File: config.mk
export PLATFORM = sky130hd
export DESIGN_NAME = rom_32x8
export DESIGN_NICKNAME = d
export VERILOG_FILES = /design/src/rtl/rom_pkg.sv /design/src/rtl/rom_32x8.sv
export SDC_FILE = /design/constraint.sdc
export NUM_CORES = 1
export LEC_CHECK = 0
export ABC_AREA = 0
export BUFFER_PORTS_ARGS = -buffer_cell sky130_fd_sc_hd__buf_2
export CORE_ASPECT_RATIO = 0.7
export CORE_MARGIN = 8
export CORE_UTILIZATION = 50
export CTS_CLUSTER_DIAMETER = 80
export DETAILED_ROUTE_END_ITERATION = 7
export PLACE_DENSITY = 0.69
export SLEW_MARGIN = 20
export SYNTH_ARGS = -nofsm -noshare
export SYNTH_HDL_FRONTEND = slang
export SYNTH_SLANG_ARGS = --single-unit
File: constraint.sdc
create_clock -name clk -period 7.6 [get_ports clk]
set_clock_uncertainty 0.05 [all_clocks]
set_input_delay 0.38 -clock clk [delete_from_list [all_inputs] [get_ports clk]]
set_output_delay 0.38 -clock clk [all_outputs]
set_load 0.01 [all_outputs]
File: src/rtl/rom_pkg.sv
// rom_pkg
// Shared constants for the 32x8 writable lookup store.
// DEFAULT_DATA_W : word width used when the top is instantiated without overrides
// DEFAULT_ADDR_W : address width used when the top is instantiated without overrides
// DEFAULT_DEPTH  : number of words implied by DEFAULT_ADDR_W
package rom_pkg;

    localparam int DEFAULT_DATA_W = 8;
    localparam int DEFAULT_ADDR_W = 5;
    localparam int DEFAULT_DEPTH  = 2 ** DEFAULT_ADDR_W;

endpackage : rom_pkg

File: src/rtl/rom_32x8.sv
// rom_32x8
// Small flip-flop based word store with per-word load and clear, and a
// registered read port that shows the post-edge content of the addressed word.
//
// Ports:
//   clk   : single clock, all state changes on its rising edge
//   rst   : asynchronous active-high reset; zeroes every word, LED and Ao
//   D     : write data, used only when Load=1 and Clear=0
//   A     : word address shared by write, clear and read
//   Clear : zero the word at A (wins over Load)
//   Load  : write D into the word at A
//   LED   : registered read data of the word addressed on the last edge
//   Ao    : registered copy of the address that LED belongs to
module rom_32x8
    import rom_pkg::*;
#(
    parameter int DATA_W = DEFAULT_DATA_W,
    parameter int ADDR_W = DEFAULT_ADDR_W
) (
    input  logic              clk,
    input  logic              rst,
    input  logic [DATA_W-1:0] D,
    input  logic [ADDR_W-1:0] A,
    input  logic              Clear,
    input  logic              Load,
    output logic [DATA_W-1:0] LED,
    output logic [ADDR_W-1:0] Ao
);

    localparam int DEPTH = 2 ** ADDR_W;

    // Storage is kept in flops so that reset can wipe every word at once.
    logic [DATA_W-1:0] mem [DEPTH];

    logic              wrEn;
    logic [DATA_W-1:0] wrData;
    logic [DATA_W-1:0] readData;

    // Decide what, if anything, gets written this cycle. Clear is checked
    // first so it overrides Load, and D only matters for a plain Load.
    // The read value is taken write-first so LED reflects the word as it
    // will be after this edge rather than the stale content.
    always_comb begin
        wrEn     = 1'b0;
        wrData   = '0;
        readData = '0;
        if (Clear) begin
            wrEn   = 1'b1;
            wrData = '0;
        end else if (Load) begin
            wrEn   = 1'b1;
            wrData = D;
        end
        readData = wrEn ? wrData : mem[A];
    end

    // Storage array update. Reset is asynchronous so any write that was
    // set up for the current cycle is simply lost when rst rises.
    always_ff @(posedge clk or posedge rst) begin
        if (rst) begin
            for (int i = 0; i < DEPTH; i++) begin
                mem[i] <= '0;
            end
        end else if (wrEn) begin
            mem[A] <= wrData;
        end
    end

    // Registered read port: data and its address move together so a
    // consumer can always tell which word LED is showing.
    always_ff @(posedge clk or posedge rst) begin
        if (rst) begin
            LED <= '0;
            Ao  <= '0;
        end else begin
            LED <= readData;
            Ao  <= A;
        end
    end

endmodule : rom_32x8

### After elaboration in Yosys (flattened, before gate mapping)

Cells that the tools add are included.

| storage, ports and cells | value |
|---|---|
| output and inout bits | 13 |
| logic and storage cells | 49 |
| bits of input ports | 17 |
| register bits | 269 |

| operators by class | value |
|---|---|
| magnitude comparators | 2 |
| bitwise operators | 1 |
| mux-type cells | 11 |
| reduce and logical (&&, ||, !) cells | 1 |

Operators by type and width:

| operator | count |
|---|---|
| 256-bit bitwise mux | 1 |
| 8-bit two-way mux | 6 |
| 8-bit binary-select mux with 5-bit select | 1 |
| 8-bit demux with 5-bit select | 1 |
| 6-bit greater-or-equal comparator (second input constant) | 1 |
| 6-bit by 1-bit less-than comparator with 1-bit output (second input constant) | 1 |
| 5-bit inverter with 6-bit output | 1 |
| 1-bit two-way mux | 2 |
| 1-bit logical AND | 1 |

### Depth between registers and ports, before layout

| logic depth | value |
|---|---|
| depth after elaboration | 6 |
| mapped depth | 8 |
| depth with buffers taken out | 5 |

### Worst setup path after synthesis

No wires, ideal clock.

| timing path | value |
|---|---|
| path kind | input-to-reg |
| start point | input A[1] |
| end point | register LED[0] |
| data arrival time | 1736 ps |
| slack | 5696 ps |
| setup time | 118 ps |
| stages | 8 |
| required time | 7432 ps |
| cell sequence | buf_2 buf_2 buf_2 mux2i_1 o22ai_1 nor4_1 nand2_1 a21o_1 |

| on the way | value |
|---|---|
| word-level cells in the longest chain between the ends | 5 |

RTL lines:

| item | RTL line | text |
|---|---|---|
| start, declared | rom_32x8.sv:23 | `input logic [ADDR_W-1:0] A,` |
| 5-bit inverter with 6-bit output (not written as such) | rom_32x8.sv:54 | `readData = wrEn ? wrData : mem[A];` |
| 8-bit binary-select mux with 5-bit select | rom_32x8.sv:54 |  |
| 8-bit two-way mux (not written as such) (2 in series) | rom_32x8.sv:54 |  |
| 8-bit two-way mux | rom_32x8.sv:54 |  |
| net readData[0] | rom_32x8.sv:37 | `logic [DATA_W-1:0] readData;` |
| end signal, assigned | rom_32x8.sv:76 | `LED <= readData;` |
| end, declared | rom_32x8.sv:26 | `output logic [DATA_W-1:0] LED,` |

The timed path passes the listed nets, and every way through them passes these cells. The select of a mux whose other input is x is not followed.
A chain may end at the register's enable or synchronous reset.

### Final worst setup path

| timing path | value |
|---|---|
| start point | input A[1] |
| end point | register mem[205] (netlist name) |

| on the way | value |
|---|---|
| word-level cells in the longest chain between the ends | 6 |
| elaborated cells on any way between the ends | 7 |

RTL lines:

| item | RTL line | text |
|---|---|---|
| 5-bit inverter with 6-bit output (not written as such) * | rom_32x8.sv:65 | `mem[A] <= wrData;` |
| 6-bit greater-or-equal comparator (not written as such) / 6-bit by 1-bit less-than comparator with 1-bit output (equally long branches) | rom_32x8.sv:65 |  |
| 1-bit logical AND (not written as such) | rom_32x8.sv:65 |  |
| 8-bit two-way mux (not written as such) | rom_32x8.sv:65 |  |
| 8-bit demux with 5-bit select * | rom_32x8.sv:65 |  |
| 256-bit bitwise mux * | rom_32x8.sv:65 |  |
| end signal, assigned by index | rom_32x8.sv:65 |  |
| end, declared | rom_32x8.sv:33 | `logic [DATA_W-1:0] mem [DEPTH];` |

Every way passes the cells marked *; elsewhere a longest branch is shown, timed or not.

==> metrics.md <==
| Metric | Value |
|---|---|
| FF/Latch Area | 6730 um^2 |
| Fin Setup TNS | 0 ns |
| Final Non-Filler Cells | 1331 |
| Placer Congestion | 0.878 |
| Synth Area per Inst | 12.3 um^2 |
| Cell Rows | 48 |
| Outcome | completed |
| Finish-stage setup viols | 0 |
| WL met2 | 12900 um |
| GRT Util Overall | 21.6% |
| Cell Pwr Density | 248 nW/um^2 |
| Synth Instances | between 900 and 1000 |
| Initial Util | 50.3% |
| R2R setup slack | 5.71 ns |
| Root buf cell | clkbuf_16 |
| Most frequent cell after synthesis | dfrtp_1 |
| M1 WL | 15600 um |
| Worst Path Arrival | around 3.4 ns |
| Hold Crit Class | in2reg |
| Critical path's slowest cell | buf_4 |
| Nets | roughly 1000 |
| Top_reg_cell synth | dfrtp_1 |
| Crit path buf inv count | 2 |
| TritonCTS Sinks | 269 |
| Core area | 24300 um^2 |
| Crit path launch type | primary input |
| Inst Count DP | about 1300 |
| Grt ovf | 0 |
| Fill cells | 2018 |
| Starting DRT DRC Count | 681 |
| Worst setup path class | in2reg |
| I/O Buffers | 29 |
| Layout area overhead | 9.78% |
| Synthesized area | 12200 um^2 |
| Initial DRT Pass Iterations | 5 |
| Worst Tran Pin Value | 1.14 ns |
| Count of different cell masters after synthesis | 40 |
| CP Data Required Time | 7.96 ns |
| Max Cap Viol | 0 |
| Pin count of the biggest net entering global routing | between 150 and 200 |
| RSZ-0062 raised after global routing | no |
| Post-DRT Antenna Nets | 0 |
| N_diodes | 0 |
| Fraction of the yosys area taken by sequential cells | 55.0% |
| Largest stage delay on the critical path | 0.87 ns |
| Synthesis-stage register bit count | 269 |
| Ys async rst share | 100% |
| DRC viols | 0 |
| I/O pin count | 30 |
| Yosys top cell area share | 55.0% |
| Vias in the first global route | 7938 |
| Slew margin rel. | 24.2% |
| TritonCTS buffer count | 26 |
| Post-synth EDFFs | 0 |
| CP Max Fanout | 80 |
| First-pass GRT wire length | 49900 um |
| Largest area contributor in the netlist | dfrtp_1 |
| Clock transition at path regs | 0.06 ns |
| Share of layout cells above drive strength 1 | 27.7% |
| Top post-synthesis cells by count | dfrtp_1 (269), mux2_2 (168), mux2i_1 (128), nand2_1 (110), o21ai_0 (73) |
| Clk_lat worst skew | ~0.54 ns |
| Placed cell areas | approximately 13000 um^2 |
| Final Hold Fails | 0 |
| Top delay family on crit path | buffers and inverters |
| Period utilization | 40.4% |
| Endpoint class of the critical path | flop |
| Multi-input logic area | 5140 um^2 |
| Per-cell routed wire length | approximately 24 um |
| Syn nets | 1015 |
| Met3 routed WL | 2700 um |
| Clock Path Buffers | 3 |
| Vias | approximately 8000 |
| Max-slew violation count | 0 |
| Cell Chain, Critical Path | buf_6, buf_4, nor3b_4, nand3_1, o21ai_0 |
| H-tree Lvls | 1 |
| Yosys warning total | 0 |
| Fmax | 326 MHz |
| Post-CTS Resized | 0 |
| WL final | about 32000 um |
| Die X-Extent | 203 um |
| Die area | ~30000 um^2 |
| Maximum vdd drop | 0.000162 V |
| Highest Signal Layer | met4 |
| CTS tree | built |
| Static Leak | 6.35 nW |
| Tmin final | 3.07 ns |
| Die Height | 147 um |
| Detailed Place HPWL | 20500 um |
| Finished Cell Area | 13400 um^2 |
| Top cells by area, synth | dfrtp_1 (55%), mux2_2 (15%), mux2i_1 (10%) |
| Initial antenna violation count | 0 |
| Vias per cell | 5.99 |
==> stage by stage <==
| step | utilization [%] | setup slack (ns) | total power [mW] | hold WS [ns] |
|---|---|---|---|---|
| floorplan | - | 3.62 | 1.89 | 0.361 |
| global placement | 51.4 | 4.09 | 1.98 | 0.411 |
| detailed placement | 51.5 | 4.05 | 1.99 | 0.419 |
| CTS | 55.2 | 4.59 | 3.35 | 0.145 |
| global route | 55.2 | 4.25 | 3.45 | 0.165 |
| finish | 55.2 | 4.53 | 3.32 | 0.155 |
==> cells in the final DEF, fill, tap and decap left out, drive strengths merged, types with 2 or more instances in the layout <==
master    instances
dfrtp           269
mux2            168
mux2i           128
nand2           111
o21ai            88
o22ai            64
buf              37
clkbuf           36
nor2             20
nor4             16
a21o              8
and2              8
clkinv            7
nand4bb           5
nor2b             4
nand2b            4
or4b              4
nand4b            4
nand3             4
nor3              4
bufinv            3
or2               2
clkinvlp          2
nand4             2
==> routing by layer <==
layer,vias to the layer above,track usage (%)
met5,-,0
met4,0,5.53
met3,54,6.05
met2,264,28.9
met1,4087,33.5
li1,3566,-
==> where the power goes <==
group	leakage [nW]	internal, mW	switching (mW)
Sequential	3.65	1.56	0.0676
Combinational	2.25	0.145	0.195
Clock	0.449	0.807	0.547
==> what timing repair did <==
| action | CTS | global route |
|---|---|---|
| buffers inserted | 0 | 0 |
| setup endpoints to repair | 0 | 0 |
| hold buffers | 1 | 0 |
| endpoints found under the hold margin | 28 | 0 |
==> flip-flops by register name (all words and copies together) (netlist names) <==
signal  cells
mem       256
LED         8
Ao          5
==> kinds of logic (layout without fill, tap and decap cells) <==
group | after synthesis | after routing | synth area share [%]
AND/OR/NAND/NOR | 194 | 194 | 8.59
multiplexers | 296 | 296 | 25.9
AO/OA/AOI/OAI | 161 | 161 | 7.46
buffers and inverters | 78 | 86 | 3.00
flip-flops | 269 | 269 | 55.0
==> worst paths after layout <==
check | startpoint | to | cells after the start
worst max-delay path | A[1] | mem[205] | 5
worst min-delay path | A[0] | Ao[0] | 1
worst max register to register | mem[38] | LED[6] | 5
worst min register to register | mem[140] | mem[140] | 2
max in group asynchronous | rst | mem[3] | 4
min in group asynchronous | rst | mem[217] | 3
==> cell type report <==
cell class,count,share of cell area [%]
well taps,325,3.03
multi-input cells,651,38.3
inverters,1,0.0559
repair buffers,38,1.80
clock buffers,36,5.73
flip-flops and latches,269,50.1
clock inverters,11,0.987
(Power assumes the default switching activity.)
